--- src/rtl/stack_pointer_unit.sv ---
// Down-growing stack pointer with saturating push/pop, sticky overflow/underflow
// flags and a one-cycle settle indicator for the downstream address counter.
module stack_pointer_unit #(
    parameter int unsigned     WIDTH = 8,
    parameter logic [WIDTH-1:0] TOP  = 8'hFF
) (
    input  logic             clk,
    input  logic             rst_n,
    input  logic             push,
    input  logic             pop,
    input  logic             load,
    input  logic [WIDTH-1:0] load_data,
    input  logic             clr_err,
    output logic [WIDTH-1:0] sp,
    output logic [WIDTH-1:0] mem_addr,
    output logic             empty,
    output logic             full,
    output logic             ovf,
    output logic             unf,
    output logic             busy_n
);

    logic [WIDTH-1:0] sp_reg, sp_next;
    logic             ovf_reg, ovf_next;
    logic             unf_reg, unf_next;
    logic             busy_n_reg, busy_n_next;

    logic push_only, pop_only;
    logic ovf_event, unf_event;

    assign push_only = push & ~pop & ~load;
    assign pop_only  = pop & ~push & ~load;

    assign full  = (sp_reg == '0);
    assign empty = (sp_reg == TOP);

    assign ovf_event = push_only & full;
    assign unf_event = pop_only & empty;

    always_comb begin
        sp_next  = sp_reg;
        ovf_next = (ovf_reg & ~clr_err) | ovf_event;
        unf_next = (unf_reg & ~clr_err) | unf_event;
        if (load) begin
            sp_next  = load_data;
            ovf_next = 1'b0;
            unf_next = 1'b0;
        end else if (push_only && !full) begin
            sp_next = sp_reg - WIDTH'(1);
        end else if (pop_only && !empty) begin
            sp_next = sp_reg + WIDTH'(1);
        end
        // Only an actual value change needs settle time downstream.
        busy_n_next = (sp_next == sp_reg);
    end

    always_ff @(posedge clk or negedge rst_n) begin
        if (!rst_n) begin
            sp_reg     <= TOP;
            ovf_reg    <= 1'b0;
            unf_reg    <= 1'b0;
            busy_n_reg <= 1'b1;
        end else begin
            sp_reg     <= sp_next;
            ovf_reg    <= ovf_next;
            unf_reg    <= unf_next;
            busy_n_reg <= busy_n_next;
        end
    end

    // A pop reads the slot just above the pointer; everything else uses sp itself.
    assign mem_addr = pop_only ? (sp_reg + WIDTH'(1)) : sp_reg;

    assign sp     = sp_reg;
    assign ovf    = ovf_reg;
    assign unf    = unf_reg;
    assign busy_n = busy_n_reg;

endmodule

--- config.mk ---
export PLATFORM = sky130hd
export DESIGN_NAME = stack_pointer_unit
export DESIGN_NICKNAME = d
export VERILOG_FILES = /design/src/rtl/stack_pointer_unit.sv
export SDC_FILE = /design/constraint.sdc
export NUM_CORES = 1
export LEC_CHECK = 0
export ABC_AREA = 1
export BUFFER_PORTS_ARGS = -buffer_cell sky130_fd_sc_hd__clkbuf_2
export CORE_MARGIN = 1.5
export CORE_UTILIZATION = 57
export CTS_CLUSTER_DIAMETER = 120
export DETAILED_ROUTE_END_ITERATION = 12
export PLACE_DENSITY_LB_ADDON = 0.05
export SLEW_MARGIN = 10
export SYNTH_ARGS = -nofsm -noshare
export SYNTH_HDL_FRONTEND = slang
export SYNTH_SLANG_ARGS = --single-unit
export TNS_END_PERCENT = 20
--- constraint.sdc ---
create_clock -name clk -period 4.9 [get_ports clk]
set_input_delay 0.98 -clock clk [delete_from_list [all_inputs] [get_ports clk]]
set_output_delay 0.98 -clock clk [all_outputs]
set_load 0.1 [all_outputs]
==> impl_metrics.csv, run 1 <==
group,metric,value,unit
floorplanning,dieArea,0.002630,sq mm
detailed_routing,drt_first_pass_iters,4,
outcome,status,"complete, no violations",
synthesis,syn_area,0.001329,sq mm
detailed_routing,totalWireLength,3.323,mm
synthesis,synth-async-reset-ratio,100.0,%
global_route,grt.busiest_layer,"met2",
timing,period_needed,3345,ps
cells_and_area,n_fill_cell,208,
synthesis,yosys.area_share.simple,51.79,%
floorplanning,die_w,51.28,um
detailed_routing,num_vias,1451,
clock_network,cts_root_buf,"clkbuf_4",
synthesis,synth_xor_area_share,1.318,%
synthesis,synth-main-ff-cell,"dfstp_2",
synthesis,synth_fa_ha_area_share,2.825,%
clock_network,cts_setup_buffers,0,
synthesis,synth_cell_type_count,30,
worst_setup_path,path_class,"input pin to output pin",
clock_network,post_cts_resized,0,
place,dp_hpwl,2.643,mm
cells_and_area,drive_gt1_share,31.30,%
clock_network,cts_num_sinks,11,
floorplanning,fp.dieH,51.28,um
synthesis,ys_warn_count,0,
synthesis,avgSynthCellArea,6.180,sq um
synthesis,yosysTopAreaCell,"nand2_1",
worst_setup_path,r2r_slack,2590,ps
timing,setup_viol,0,
global_route,antenna_found_initial,0,
timing,fin_ws,1555,ps
detailed_routing,via_per_inst,5.296,
synthesis,synth_nets,232,
synthesis,synth_top_family_by_area,"simple AND/OR/NAND/NOR gates",
detailed_routing,antenna_left,0,
timing,post-route-period-util,68.26,%
power,p_per_area,305.3,mW/mm^2
timing,fin_tns_setup,0,ps
cells_and_area,antenna_cells,0,
synthesis,synth_sequential_area_ratio,21.56,%
synthesis,ys_ff_latch,11,
global_route,grt_pass1_wl,5.768,mm
synthesis,synthMuxAreaShare,0,%
cells_and_area,final_nets,264,
worst_setup_path,slowest_stage,"clkbuf_2",
global_route,first_global_vias,1319,
worst_setup_path,r2r_cells,13,
synthesis,synth_compound_area_share,8.851,%
synthesis,synth_edf_count,0,
detailed_routing,drc_errors,0,
worst_setup_path,rr_startpoint,"sp[0]$_DFF_PN1_",
global_route,grtUsageMet2,51.52,%
floorplanning,pin_count,35,
worst_setup_path,cp_common_cell,"clkbuf_2",
timing,rsz0062_at_grt,"false",
clock_network,ctsHoldBuffers,0,
worst_setup_path,arrival,2360,ps
min_path,hp-class,"flip-flop to flip-flop",
synthesis,syn-instance-count,215,
cells_and_area,mostFrequentLayoutCell,"nand2_1",
place,gp_congestion,0.9265,
floorplanning,core,0.002212,sq mm
worst_setup_path,cp_cell_sequence,"clkbuf_2 -> inv_6 -> nand2_4 -> clkinv_2 -> a21boi_0 -> clkbuf_2",
floorplanning,start_util,60.07,%
worst_setup_path,reg2reg_to,"busy_n$_DFF_PN1_",
synthesis,synthTopCellsByArea,"nand2_1 (21%), dfstp_2 (18%), nand3_1 (9.8%)",
timing,slew_headroom,63.65,%
global_route,overflow,0,
worst_setup_path,crit_required,3920,ps
worst_setup_path,endpoint_kind,"output pin",
worst_setup_path,crit_start,"load",
detailed_routing,first_iter_violations,39,
timing,hold_viol_final,0,
cells_and_area,largest_register_ffs,8,
worst_setup_path,critPathMaxStageDelay,480,ps
worst_setup_path,critPathLaunchType,"input pin",
clock_network,cts_tree,"done",
clock_network,numCtsBuffers,3,
timing,skew,0.8080,ps
timing,max_freq,299.0,MHz
power,power,0.4545,mW
job,max-cap-violations,0,
detailed_routing,routedWlPerCell,12.13,um
clock_network,worstSkewPairLatency,270,ps
power,p_leak,0.8440,nW
power,ir_drop,238.5,uV
global_route,met3_usage,3.801,%
place,dpl_worst_slack,1555,ps
clock_network,clock_path_buffers,2,
cells_and_area,layout_common_cells,"nand2_1 (74), clkbuf_2 (34), nand3_1 (26)",
cells_and_area,syn2layout_area_growth,12.05,%
place,portBuffers,34,
timing,worst_pin_slew,547.6,ps
synthesis,yosysTopAreaCellShare,20.90,%
worst_setup_path,crit_path_end,"mem_addr[6]",
timing,slew_viol_final,0,
worst_setup_path,cp_max_fo,11,
global_route,grt_max_degree,12,
floorplanning,rows,17,
clock_network,cts_max_level,1,
clock_network,clk_pin_slew,80,ps
global_route,grt_usage,29.13,%
global_route,grt_util_met1,36.55,%
timing,hold-worst-slack,547.3,ps
==> worst max-delay path, delay by kind of cell <==
kind                   cells  cell delay [ps]
AOI/OAI and AO/OA          1              230
buffers and inverters      4             1020
and+or+nand+nor            1              130
==> cell usage after synthesis, types with 3 or more instances <==
cell type and count:
inv_1 21, dfstp_2 9, nand2_2 11, nand2_1 74
nand3_1 26, buf_6 3, o21ai_0 10, a21oi_1 5
nand3_2 3, nor2_4 3, nor2_2 3, nor2_1 22
ha_1 3
==> cell families (layout without fill, tap and decap cells) <==
logic type,Yosys count,after routing
and+or+nand+nor,146,146
DFF,11,11
buffers and inverters,34,65
xor gates and xnor gates,2,2
AOI/OAI and AO/OA,19,19
adders and majority gates,3,3
==> worst min-delay path by stage <==
stage             startpoint            end  cells after the start  slack, ps
4_1_cts        ovf$_DFF_PN0_  ovf$_DFF_PN0_                      1        550
2_1_floorplan          rst_n  ovf$_DFF_PN0_                      0        680
3_5_place_dp   ovf$_DFF_PN0_  ovf$_DFF_PN0_                      1        530
5_1_grt        ovf$_DFF_PN0_  ovf$_DFF_PN0_                      1        560
6_report       unf$_DFF_PN0_  unf$_DFF_PN0_                      2        550
3_3_place_gp   unf$_DFF_PN0_  unf$_DFF_PN0_                      2        510
==> layer usage <==
metal | wire [um] | share of wire [%] | vias to the layer above
met5 | 0 | 0 | -
met4 | 17 | 0.51 | 0
met3 | 148 | 4.5 | 2
met2 | 1643 | 49 | 40
met1 | 1513 | 46 | 670
li1 | - | - | 739
==> power by group <==
group	total, mW	switching [mW]	internal [mW]
clock network	0.0670	0.0354	0.0315
registers	0.123	0.0181	0.105
logic	0.265	0.212	0.0529
total	0.455	0.265	0.189
==> metrics by stage <==
step | area, sq um | instances | util [%]
after detailed placement | 1463 | 270 | 66.12
after global placement | 1463 | 270 | 66.12
final | 1489 | 274 | 67.31
after CTS | 1489 | 274 | 67.31
after floorplan | 1329 | 215 | -
after global routing | 1489 | 274 | 67.31
==> cell type report <==
cell class                 count  area (sq um)  area share [%]
clock buffer                   4         26.28           1.765
inverter                      27         110.1           7.395
multi-input combinational    170         860.8           57.82
sequential                    11         286.5           19.24
tap                           28         35.03           2.353
timing repair buffer          34         170.2           11.43
(Power assumes the default switching activity.)
==> run 2, diff against run 1 <==
- CORE_UTILIZATION: 57 -> 48
- clock period: 4.9 -> 2.8 ns (I/O delays scaled with it)
==> run 2 against run 1 <==
Effect of this change: die area up 18%; sequential power rose by 75%; highest routed layer unchanged; non-clock buffer count unchanged; combinational power is 87% higher; worst setup slack got worse by 1400 ps; via count decreased by 6.4%; wire length down 3.7%; clock power increased by 70%; global-route usage shrank 6.9 points; register-to-register slack got worse by 2100 ps; first-iteration DRC count is 18% higher; sequential share of layout area fell by 1.1 points; critical endpoint is now mem_addr[1].
==> impl_metrics.csv, run 2 (same netlist as run 1, synthesis figures left out) <==
group,metric,value,unit
floorplanning,rows,18,
worst_setup_path,slowest_stage,"dfstp_2",
clock_network,cts_setup_buffers,0,
power,p_leak,0.8690,nW
worst_setup_path,r2r_cells,13,
clock_network,post_cts_resized,0,
timing,post-route-period-util,93.52,%
cells_and_area,final_cell_count_no_fill,276,
timing,period_needed,2619,ps
worst_setup_path,cp_max_fo,8,
worst_setup_path,cp_cell_sequence,"clkinv_1 -> ha_1 -> nor2_1 -> a21oi_2 -> buf_2",
floorplanning,fp.dieH,55.62,um
global_route,grt_pass1_wl,5.388,mm
cells_and_area,final_nets,264,
clock_network,ctsHoldBuffers,0,
floorplanning,core,0.002545,sq mm
floorplanning,start_util,52.21,%
outcome,status,"complete, no violations",
power,ir_drop,423.4,uV
detailed_routing,via_per_inst,4.920,
clock_network,cts_tree,"done",
detailed_routing,drt_first_pass_iters,4,
detailed_routing,drc_errors,0,
timing,skew,7.264,ps
place,placed_area,0.001549,sq mm
cells_and_area,layout_common_cells,"nand2_1 (74), clkbuf_2 (27), nand3_1 (26)",
clock_network,numCtsBuffers,3,
worst_setup_path,critPathLaunchType,"flip-flop",
clock_network,worstSkewPairLatency,270,ps
detailed_routing,first_iter_violations,46,
worst_setup_path,r2r_slack,540,ps
worst_setup_path,endpoint_kind,"output pin",
timing,setup_viol,0,
timing,rsz0062_at_grt,"false",
global_route,first_global_vias,1154,
cells_and_area,finalInstanceArea,0.001575,sq mm
detailed_routing,routedWlPerCell,11.60,um
worst_setup_path,reg2reg_to,"busy_n$_DFF_PN1_",
detailed_routing,totalWireLength,3.201,mm
worst_setup_path,path_class,"flip-flop to output pin",
global_route,grt_max_degree,12,
floorplanning,die_w,55.62,um
power,p_per_area,523.7,mW/mm^2
global_route,antenna_found_initial,0,
timing,hold_viol_final,0,
cells_and_area,largest_register_ffs,8,
detailed_routing,antenna_left,0,
cells_and_area,antenna_cells,0,
worst_setup_path,critPathMaxStageDelay,580,ps
timing,worst_pin_slew,543.8,ps
timing,slew_headroom,63.90,%
place,placed_cells,272,
worst_setup_path,crit_required,2240,ps
floorplanning,dieArea,0.003093,sq mm
timing,slew_viol_final,0,
cells_and_area,syn2layout_area_growth,18.55,%
place,gp_congestion,0.9547,
global_route,grt_usage,22.19,%
detailed_routing,num_vias,1358,
clock_network,cts_num_sinks,11,
cells_and_area,mostFrequentLayoutCell,"nand2_1",
clock_network,clk_pin_slew,80,ps
floorplanning,pin_count,35,
min_path,hp-class,"input pin to async pin",
place,dp_hpwl,2.525,mm
job,max-cap-violations,0,
clock_network,clock_path_buffers,2,
clock_network,cts_root_buf,"clkbuf_4",
worst_setup_path,arrival,2060,ps
cells_and_area,drive_gt1_share,32.93,%
place,portBuffers,34,
global_route,overflow,0,
worst_setup_path,rr_startpoint,"sp[0]$_DFF_PN1_",
timing,max_freq,381.9,MHz
clock_network,cts_max_level,1,
-- run 2: final cells by class --
class	count	area (sq um)
sequential	11	286.5
clock buffer	4	26.28
multi-input combinational	170	879.6
timing repair buffer	34	235.2
tap	30	37.54
fill	269	969.7
inverter	27	110.1
-- run 2: critical path, delay by kind of cell, from the launching register on --
family | cells | cell delay (ps)
flops | 1 | 580
compound gates | 1 | 90
simple gates | 1 | 60
fa+ha+maj | 1 | 380
buf+inv | 2 | 670
-- run 2: per-stage QoR --
stage	setup TNS (ps)	hold slack (ps)	total power, mW	setup slack [ps]	utilization [%]
2_1_floorplan	-1878	264.4	0.6200	-317.4	-
6_report	0	154.1	0.8250	181.5	61.90
4_1_cts	0	159.5	0.8324	128.7	61.90
3_3_place_gp	0	467.2	0.7121	420.3	60.87
5_1_grt	0	175.0	0.8758	32.72	61.90
3_5_place_dp	0	462.5	0.7136	411.5	60.87
-- run 2: worst max-delay path by stage --
| stage | start | end | slack, ps | cells past startpoint |
|---|---|---|---|---|
| 5_1_grt | sp[0]$_DFF_PN1_ | mem_addr[1] | 30 | 5 |
| 2_1_floorplan | sp[5]$_DFF_PN1_ | mem_addr[5] | -320 | 3 |
| 3_5_place_dp | load | mem_addr[3] | 410 | 6 |
| 3_3_place_gp | load | mem_addr[2] | 420 | 6 |
| 4_1_cts | sp[0]$_DFF_PN1_ | mem_addr[1] | 130 | 5 |
| 6_report | sp[0]$_DFF_PN1_ | mem_addr[1] | 180 | 5 |
-- run 2: power breakdown --
group	switching [mW]	total (mW)	internal [mW]
sequential	0.0314	0.215	0.184
combinational	0.374	0.496	0.122
clock	0.0591	0.114	0.0552
-- run 2: layer usage --
layer	part of all wire [%]	routed length (um)	up-vias	track usage, %
met1	46	1476	584	29.97
met3	5.2	167	2	4.884
met2	48	1550	39	37.59
met5	0	0	-	0
li1	-	-	733	-
met4	0.22	7	0	2.091
==> run 3, diff against run 2 <==
- ABC_CLOCK_PERIOD_IN_PS: not set -> 3100
- CORE_UTILIZATION: 48 -> 57
- clock period: 2.8 -> 3.1 ns (I/O delays scaled with it)
==> run 3 against run 2 <==
Effect of this change: worst setup slack improved by 170 ps; clock skew decreased by 4.6 ps; final area decreased by 5.5%; sequential share of layout area increased by 1.1 points; count of clock-buffer cells in the layout unchanged.
==> impl_metrics.csv, run 3 (same netlist as run 1, synthesis figures left out) <==
group,metric,value,unit
power,p_leak,0.8451,nW
timing,max_freq,364.3,MHz
cells_and_area,mostFrequentLayoutCell,"nand2_1",
detailed_routing,first_iter_violations,44,
timing,slew_headroom,64.02,%
cells_and_area,seq_area,286.5,sq um
worst_setup_path,path_class,"flip-flop to output pin",
clock_network,clk_pin_slew,80,ps
cells_and_area,largest_register_ffs,8,
outcome,status,"complete, no violations",
timing,period_needed,2745,ps
place,gp_congestion,0.9172,
detailed_routing,totalWireLength,3.309,mm
floorplanning,pin_count,35,
place,dp_hpwl,2.591,mm
clock_network,worstSkewPairLatency,280,ps
clock_network,ctsHoldBuffers,0,
worst_setup_path,critPathLaunchType,"flip-flop",
cells_and_area,antenna_cells,0,
worst_setup_path,reg2reg_to,"busy_n$_DFF_PN1_",
detailed_routing,antenna_left,0,
timing,slew_viol_final,0,
floorplanning,fp.dieH,51.28,um
timing,rsz0062_at_grt,"false",
global_route,overflow,0,
worst_setup_path,rr_startpoint,"sp[0]$_DFF_PN1_",
clock_network,cts_setup_buffers,0,
floorplanning,core,0.002212,sq mm
power,ir_drop,328.7,uV
floorplanning,start_util,60.07,%
clock_network,post_cts_resized,0,
worst_setup_path,arrival,2130,ps
worst_setup_path,crit_required,2480,ps
worst_setup_path,endpoint_kind,"output pin",
timing,setup_viol,0,
place,placed_area,0.001463,sq mm
clock_network,cts_root_buf,"clkbuf_4",
timing,post-route-period-util,88.55,%
cells_and_area,layout_common_cells,"nand2_1 (74), clkbuf_2 (34), nand3_1 (26)",
timing,worst_pin_slew,541.9,ps
cells_and_area,final_nets,264,
power,power,0.7198,mW
global_route,antenna_found_initial,0,
floorplanning,dieArea,0.002630,sq mm
detailed_routing,via_per_inst,5.153,
power,p_per_area,483.4,mW/mm^2
detailed_routing,drc_errors,0,
worst_setup_path,r2r_cells,13,
worst_setup_path,r2r_slack,810,ps
clock_network,cts_num_sinks,11,
cells_and_area,multi_input_area,860.8,sq um
floorplanning,rows,17,
worst_setup_path,cp_max_fo,8,
clock_network,numCtsBuffers,3,
floorplanning,die_w,51.28,um
clock_network,clock_path_buffers,2,
global_route,grt_max_degree,12,
detailed_routing,routedWlPerCell,12.08,um
global_route,grt_pass1_wl,5.582,mm
min_path,hp-class,"input pin to async pin",
cells_and_area,finalInstanceArea,0.001489,sq mm
clock_network,cts_max_level,1,
cells_and_area,drive_gt1_share,31.30,%
clock_network,cts_tree,"done",
job,max-cap-violations,0,
place,portBuffers,34,
cells_and_area,n_fill_cell,209,
global_route,grt_usage,27.99,%
detailed_routing,num_vias,1412,
timing,hold_viol_final,0,
detailed_routing,drt_first_pass_iters,4,
global_route,first_global_vias,1275,
cells_and_area,syn2layout_area_growth,12.05,%
timing,fin_tns_setup,0,ps
timing,skew,2.711,ps
==> run 3: where the power goes <==
part           internal (mW)  switching (mW)  total [mW]
Clock                 0.0500          0.0571       0.107
Sequential             0.166          0.0282       0.194
Combinational         0.0843           0.334       0.419
Total                  0.300           0.420       0.720
==> run 3: area by class of cell <==
type	instances	share of cell area, %
Inverter	27	7.395
Sequential cell	11	19.24
Multi-Input combinational cell	170	57.82
Tap cell	28	2.353
Timing Repair Buffer	34	11.43
Clock buffer	4	1.765
==> run 3: worst max path at each step <==
stage,from,endpoint,cells after the start
6_report,sp[0]$_DFF_PN1_,mem_addr[1],5
5_1_grt,sp[0]$_DFF_PN1_,mem_addr[1],5
4_1_cts,sp[0]$_DFF_PN1_,mem_addr[1],5
2_1_floorplan,sp[0]$_DFF_PN1_,mem_addr[1],4
3_5_place_dp,load,mem_addr[6],6
3_3_place_gp,load,mem_addr[7],6
==> run 3: worst max-delay path, stage by stage, from the launching register on <==
cell and delay [ps]:
dfstp_2 580, clkinv_1 240, ha_1 380, nor2_1 50, a21oi_1 110, clkbuf_2 470
==> run 3: routing by layer <==
| layer | vias to the layer above | share of wire, % | track usage, % |
|---|---|---|---|
| met5 | - | 0 | 0 |
| met4 | 0 | 1.1 | 7.456 |
| met3 | 4 | 4.7 | 3.801 |
| met2 | 47 | 49 | 47.84 |
| met1 | 624 | 45 | 37.04 |
| li1 | 737 | - | - |
==> run 3: metrics by stage <==
| stage | setup slack, ps | utilization [%] | hold WS, ps | cells |
|---|---|---|---|---|
| after global placement | 551.3 | 66.12 | 512.0 | 270 |
| final | 354.8 | 67.31 | 213.8 | 274 |
| after CTS | 342.5 | 67.31 | 223.5 | 274 |
| after detailed placement | 520.9 | 66.12 | 504.8 | 270 |
| after global routing | 193.6 | 67.31 | 240.5 | 274 |
| after floorplan | -621.2 | - | 324.4 | 215 |
